[config.mk]
export PLATFORM = sky130hd
export DESIGN_NAME = fifo_serial_tx
export DESIGN_NICKNAME = d
export VERILOG_FILES = /design/src/rtl/fifo_serial_tx.sv
export SDC_FILE = /design/constraint.sdc
export NUM_CORES = 1
export LEC_CHECK = 0
export BUFFER_PORTS_ARGS = -buffer_cell sky130_fd_sc_hd__buf_2
export CAP_MARGIN = 10
export CORE_MARGIN = 2
export CORE_UTILIZATION = 55
export DETAILED_ROUTE_END_ITERATION = 10
export PLACE_DENSITY = 0.84
export SYNTH_ARGS = -nofsm -noshare
export SYNTH_HDL_FRONTEND = slang
export SYNTH_SLANG_ARGS = --single-unit
[constraint.sdc]
create_clock -name clk -period 4.3 [get_ports clk]
set_input_delay 0.43 -clock clk [delete_from_list [all_inputs] [get_ports clk]]
set_output_delay 0.43 -clock clk [all_outputs]
set_load 0.01 [all_outputs]
[src/rtl/fifo_serial_tx.sv]
// Drains a FIFO one word per frame onto a single-wire async serial line.
// Frame format: start bit (0), DATA_W data bits LSB first, stop bit (1).
module fifo_serial_tx #(
    parameter int DATA_W  = 8,
    parameter int CLK_DIV = 4
) (
    input  logic              clk,
    input  logic              reset,
    input  logic              val,
    input  logic [DATA_W-1:0] datain,
    output logic              read,
    output logic              txd,
    output logic              busy
);

    localparam int TICK_W = (CLK_DIV > 1) ? $clog2(CLK_DIV) : 1;
    localparam int BIT_W  = $clog2(DATA_W + 1);
    localparam logic [TICK_W-1:0] TICK_LAST = TICK_W'(CLK_DIV - 1);
    localparam logic [BIT_W-1:0]  BIT_LAST  = BIT_W'(DATA_W - 1);

    typedef enum logic [1:0] {
        IDLE,
        START,
        DATA,
        STOP
    } state_t;

    state_t            state;
    state_t            state_next;
    logic [TICK_W-1:0] tick_cnt;
    logic [TICK_W-1:0] tick_next;
    logic [BIT_W-1:0]  bit_cnt;
    logic [BIT_W-1:0]  bit_next;
    logic [DATA_W-1:0] shift_reg;
    logic [DATA_W-1:0] shift_next;
    logic              txd_next;
    logic              busy_next;
    logic              tick_done;

    assign tick_done = (tick_cnt == TICK_LAST);

    // txd and busy are registered from the next-state values so the start
    // bit appears on the line one cycle after the pop.
    always_ff @(posedge clk or negedge reset) begin
        if (!reset) begin
            state     <= IDLE;
            tick_cnt  <= '0;
            bit_cnt   <= '0;
            shift_reg <= '0;
            txd       <= 1'b1;
            busy      <= 1'b0;
        end else begin
            state     <= state_next;
            tick_cnt  <= tick_next;
            bit_cnt   <= bit_next;
            shift_reg <= shift_next;
            txd       <= txd_next;
            busy      <= busy_next;
        end
    end

    always_comb begin
        state_next = state;
        tick_next  = tick_cnt;
        bit_next   = bit_cnt;
        shift_next = shift_reg;
        case (state)
            IDLE: begin
                if (read) begin
                    state_next = START;
                    shift_next = datain;
                    tick_next  = '0;
                    bit_next   = '0;
                end
            end
            START: begin
                if (tick_done) begin
                    state_next = DATA;
                    tick_next  = '0;
                    bit_next   = '0;
                end else begin
                    tick_next = tick_cnt + 1'b1;
                end
            end
            DATA: begin
                if (tick_done) begin
                    tick_next = '0;
                    if (bit_cnt == BIT_LAST) begin
                        state_next = STOP;
                        bit_next   = '0;
                    end else begin
                        shift_next = shift_reg >> 1;
                        bit_next   = bit_cnt + 1'b1;
                    end
                end else begin
                    tick_next = tick_cnt + 1'b1;
                end
            end
            STOP: begin
                if (tick_done) begin
                    state_next = IDLE;
                    tick_next  = '0;
                end else begin
                    tick_next = tick_cnt + 1'b1;
                end
            end
            default: begin
                state_next = IDLE;
                tick_next  = '0;
                bit_next   = '0;
            end
        endcase
    end

    // Pop strobe is gated by reset so the FIFO never loses a word while held.
    always_comb begin
        read      = (state == IDLE) && val && reset;
        busy_next = (state_next != IDLE);
        txd_next  = 1'b1;
        case (state_next)
            IDLE:    txd_next = 1'b1;
            START:   txd_next = 1'b0;
            DATA:    txd_next = shift_next[0];
            STOP:    txd_next = 1'b1;
            default: txd_next = 1'b1;
        endcase
    end

endmodule

==> results_dict.tcl, run 1 <==
set metrics [dict create \
    status "finished, final reports clean" \
    grt-ovfl-total 0 \
    fp.dieH_um 45.5 \
    die_w_um 45.5 \
    drt-vias-per-instance 5.96 \
    dp_hpwl_um 1240 \
    crit_slowest_cell "nor3_2" \
    start_kind "input port" \
    antenna_cells 0 \
    power_per_cell_area_nw_per_um2 644 \
    seq_area_um2 452 \
    cts_buffers 3 \
    cp_cell_sequence "buf_2 > nand2_1 > nor3_2 > a21oi_1 > o21a_1 > ha_1 > a21o_1 > a41oi_1" \
    initial_core_util 0.607 \
    grt_antenna_before_repair 0 \
    synthTopCellsByCount "17 x dfrtp_1, 11 x nand2_1, 8 x a21o_1, 7 x a22o_1, 7 x o21ai_0" \
    fillers 122 \
    ir_drop_mv 0.372 \
    tightest_slew_ns 0.656 \
    synth_top_flop_cell "dfrtp_1" \
    ctsHoldBuffers 0 \
    fin_crit_sh 0.535 \
    cp-end-kind "flop" \
    hold_violations 0 \
    final_layout_size_suffix_gt1_frac 0.214 \
    die_area_um2 2070 \
    grt_max_degree 21 \
    slew_viol_final 0 \
    drv_cap 0 \
    syn-cell-area_um2 946 \
    multiInputGateArea_um2 439 \
    cts_tree "built" \
    syn_nets 106 \
    skew_ns 0.0101 \
    ys_async_sr_fraction 1.00 \
    ant_nets 0 \
    post-route-min-period_ns 2.30 \
    port_buffers 13 \
    cts_setup_buffers 0 \
    final_nets 120 \
    grtUsageTotal 0.194 \
    wl_per_cell_um 13.8 \
    yosys_warnings 0 \
    ios 14 \
    drt_wl_total_um 1650 \
    grt_pass1_wl_um 2860 \
    synthDistinctLibCells 29 \
    critPathTopFamily "simple AND/OR/NAND/NOR gates" \
    leakage_nw 0.539 \
    clkTransAtPathRegs_ns 0.11 \
    vias 709 \
    synth_edf_count 0 \
    fmax_ghz 0.435 \
    synth_cells 90 \
    worstHoldPathType "input port to async pin" \
    crit_arrival_ns 2.51 \
    worstPathMaxFanout 20 \
    worstPathRequired_ns 4.51 \
    setup_viol 0 \
    cp_num_buf_inv 1 \
    rsz0062_at_grt "no" \
    grt_pass1_vias 663 \
    placementRows 14 \
    syn_avg_cell_area_um2 10.5 \
    areaGrowthSynthToFinish_pct 9.39 \
    yosys.area.top_type "dfrtp_1" \
    firstDrtPassIters 4 \
    synth_area_leaders "dfrtp_1 45%, ha_1 6.6%, a22o_1 6.5%, a21o_1 6.3%, nand2_1 4.4%" \
    first_iter_violations 11 \
    fin_cells 119 \
    cts.root.buffer_cell "clkbuf_4" \
    max_stage_delay_ns 0.55 \
    synth_most_common_cell "dfrtp_1" \
    ys_seq_elements 18 \
    synth_top_area_share 0.450 \
    clkLatencyLatePin_ns 0.30 \
    largest_reg_flops 8 \
    setup_tns_ns 0 \
    clock_sinks 18 \
    worstSetupPathType "input port to flop" \
    core_area_um2 1560 \
    place_inst 115 \
    final_core_util 0.664 \
    synth-seq-area-share 0.478 \
    slew_headroom 0.560 \
    cts_buffer_depth 2 \
    place.gp.congestion 0.791 \
    cts.repair.resized 0 \
    htree_levels 1 \
    rrSetupSlack_ns 2.17 \
    drcViolationCount 0 \
]
cell families after synthesis:
family / synth area share
AOI/OAI and AO/OA: 0.221
xor gates and xnor gates: 0.00926
adders and majority gates: 0.0661
buffers and inverters: 0.0582
DFF: 0.478
muxes: 0.0225
and+or+nand+nor: 0.146
final timing paths:
check / cells after the start / start / end
max in group asynchronous: 1 / reset / txd
setup / recovery: 8 / reset / txd
hold / removal: 1 / reset / state[1]
hold reg to reg: 1 / shift_reg[1] / shift_reg[1]
setup reg to reg: 6 / state[0] / txd
min in group clk: 3 / datain[7] / shift_reg[7]
area by class of cell:
type,count,area share
sequential,18,0.437
timing repair buffer,13,0.0629
tap,16,0.0193
clock buffer,4,0.0351
inverter,6,0.0218
multi-input combinational,62,0.424
layer usage:
layer,vias up,wire (um),track usage
li1,349,-,-
met1,331,695,0.239
met2,22,809,0.313
met3,7,91,0.0357
met4,0,49,0.118
met5,-,0,0
layout by cell type (no fill, tap or decap), types with 2 or more instances in the layout:
cell / Yosys / layout
o21a_1: 2 / 2
a22o_1: 7 / 7
ha_1: 5 / 5
a21o_1: 8 / 8
clkbuf_4: 0 / 3
buf_2: 2 / 13
dfrtp_1: 17 / 17
o21ai_0: 7 / 7
inv_1: 6 / 6
nand2_1: 11 / 11
nand3_1: 5 / 5
per-stage QoR:
stage	setup slack [ns]	instance area (um^2)	hold slack [ns]	power [mW]
after floorplan	2.50	946	0.134	0.506
after global placement	1.78	998	0.388	0.546
after CTS	1.98	1030	0.0655	0.668
after detailed placement	1.70	998	0.386	0.567
after global routing	1.77	1030	0.0692	0.724
final	2.00	1030	0.0507	0.666
power breakdown:
group | switching [mW] | internal [mW]
Combinational | 0.139 | 0.122
Clock | 0.0522 | 0.0516
Sequential | 0.0609 | 0.241
Total | 0.252 | 0.414
(Power assumes the default switching activity.)
==> inputs of run 2 (changes only) <==
CORE_UTILIZATION = 54   (was 55)
PLACE_DENSITY = 0.83   (was 0.84)
clock period = 2.3 ns   (was 4.3 ns; I/O delays follow)
==> run 2 against run 1 <==
- global-route usage up 0.17 points
- die area increased by 1.7%
- via count rose by 5.4%
- sequential cell count unchanged
- final cell count up 3.4%
- clock-buffer cell count unchanged
- non-clock buffer count rose by 3
==> results_dict.tcl, run 2 (same netlist as run 1, synthesis figures left out) <==
set metrics [dict create \
    status "finished, final reports clean" \
    grtUsageTotal 0.196 \
    drt_wl_total_um 1720 \
    worstPathRequired_ns 2.52 \
    clkTransAtPathRegs_ns 0.10 \
    firstDrtPassIters 4 \
    cts_buffers 3 \
    top_usage_layer "met2" \
    final_nets 123 \
    seq_area_um2 452 \
    first_iter_violations 19 \
    tightest_slew_ns 0.570 \
    worstPathMaxFanout 8 \
    hold_path_end "shift_reg[7]" \
    areaGrowthSynthToFinish_pct 12.2 \
    power_per_cell_area_nw_per_um2 1180 \
    rsz0062_at_grt "no" \
    drcViolationCount 0 \
    cp_num_buf_inv 0 \
    grt_max_degree 20 \
    final_layout_size_suffix_gt1_frac 0.226 \
    max_stage_delay_ns 0.41 \
    setup_viol 0 \
    ios 14 \
    cp-end-kind "flop" \
    cpMostUsedCell "ha_1" \
    rrSetupSlack_ns 0.43 \
    ir_drop_mv 0.558 \
    ant_nets 0 \
    port_buffers 13 \
    largest_reg_flops 8 \
    hold_violations 0 \
    grt-ovfl-total 0 \
    skew_ns 0.00178 \
    initial_core_util 0.560 \
    place.gp.congestion 0.818 \
    fp.dieH_um 45.9 \
    antenna_cells 0 \
    sw_frac_of_total 0.377 \
    start_kind "flop" \
    vias 747 \
    leakage_nw 0.553 \
    grt_pass1_vias 707 \
    grt_antenna_before_repair 0 \
    die_w_um 45.9 \
    fin_crit_sh 0.812 \
    worstHoldPathType "input port to flop" \
    clock_sinks 18 \
    multiInputGateArea_um2 439 \
    grtUsageMet3 0.0238 \
    setup_tns_ns 0 \
    min_from "datain[7]" \
    clkLatencyLatePin_ns 0.30 \
    critPathTopFamily "adder cells" \
    r2r_end "txd" \
    p_sw_uw 472 \
    crit_slowest_cell "dfrtp_1" \
    cts_buffer_depth 2 \
    post-route-min-period_ns 1.87 \
    reg2reg_from "tick_cnt[0]" \
    htree_levels 1 \
    drv_cap 0 \
    cp_cell_sequence "ha_1 > nand2_1 > xor2_1 > ha_1 > a21o_1 > a41oi_1" \
    fin_hold_ws_ns 0.153 \
    met2_usage 0.317 \
    internal_power_uw 780 \
    drt-vias-per-instance 6.07 \
    wl_per_cell_um 14.0 \
    seq_power_share 0.445 \
    slew_headroom 0.616 \
    final_cell_mix "17 x dfrtp_1, 13 x buf_2, 11 x nand2_1" \
    core_area_um2 1690 \
    cts.root.buffer_cell "clkbuf_4" \
    crit_arrival_ns 2.09 \
    fmax_ghz 0.536 \
    final_common_cell "dfrtp_1" \
    placementRows 15 \
    worstRegToRegCells 6 \
    die_area_um2 2100 \
    pwr-share-clk 0.158 \
    cts_tree "built" \
    combPwrFrac 0.397 \
    grtUsageMet1 0.249 \
    dp_hpwl_um 1240 \
    fillers 141 \
    holdPathStages 3 \
    worstSetupPathType "flop to flop" \
    slew_viol_final 0 \
    grt_pass1_wl_um 2940 \
]
==> run 2: worst max-delay path by stage <==
stage	start	to	slack [ns]	depth (start not counted)
after floorplan	state[0]	txd	0.50	8
after global placement	tick_cnt[0]	txd	0.54	6
after detailed placement	tick_cnt[0]	txd	0.50	6
after CTS	tick_cnt[0]	txd	0.45	6
after global routing	tick_cnt[0]	txd	0.31	6
final	tick_cnt[0]	txd	0.43	6
==> run 2: final cells by class <==
class | instances | share of cell area
clock buffers | 4 | 0.0342
well taps | 17 | 0.0200
inverters | 6 | 0.0212
repair buffers | 16 | 0.0849
multi-input cells | 62 | 0.414
flip-flops and latches | 18 | 0.426
==> run 2: power groups by stage <==
stage / logic (mW) / registers [mW] / clock network [mW]
floorplan: 0.429 / 0.516 / 0
finish: 0.497 / 0.557 / 0.197
global placement: 0.469 / 0.556 / 0
CTS: 0.497 / 0.558 / 0.197
global route: 0.566 / 0.577 / 0.215
detailed placement: 0.491 / 0.564 / 0
==> run 2: repair_timing <==
action | CTS | global route
endpoints found under the hold margin | 17 | 0
buffers inserted | 0 | 0
gates resized for setup | 0 | 0
hold buffers | 1 | 0
==> run 2: metal layers <==
layer,up-vias,part of all wire,wire length (um)
met5,-,0,0
met4,0,0.023,40
met3,7,0.037,64
met2,23,0.49,848
met1,365,0.45,768
li1,352,-,-
==> run 2: worst reg2reg max path: stages (launching register included) <==
cell and delay, ns:
dfrtp_1 0.41, ha_1 0.31, nand2_1 0.14, xor2_1 0.27, ha_1 0.31, a21o_1 0.18
a41oi_1 0.17
==> run 2: per-stage QoR <==
| stage | total power [mW] | cell area (um^2) | utilization | cells | setup WS, ns |
|---|---|---|---|---|---|
| 3_3_place_gp | 1.03 | 1010 | 0.601 | 118 | 0.538 |
| 5_1_grt | 1.36 | 1060 | 0.628 | 123 | 0.310 |
| 4_1_cts | 1.25 | 1060 | 0.628 | 123 | 0.451 |
| 2_1_floorplan | 0.946 | 946 | - | 90 | 0.500 |
| 3_5_place_dp | 1.06 | 1010 | 0.601 | 118 | 0.501 |
| 6_report | 1.25 | 1060 | 0.628 | 123 | 0.433 |
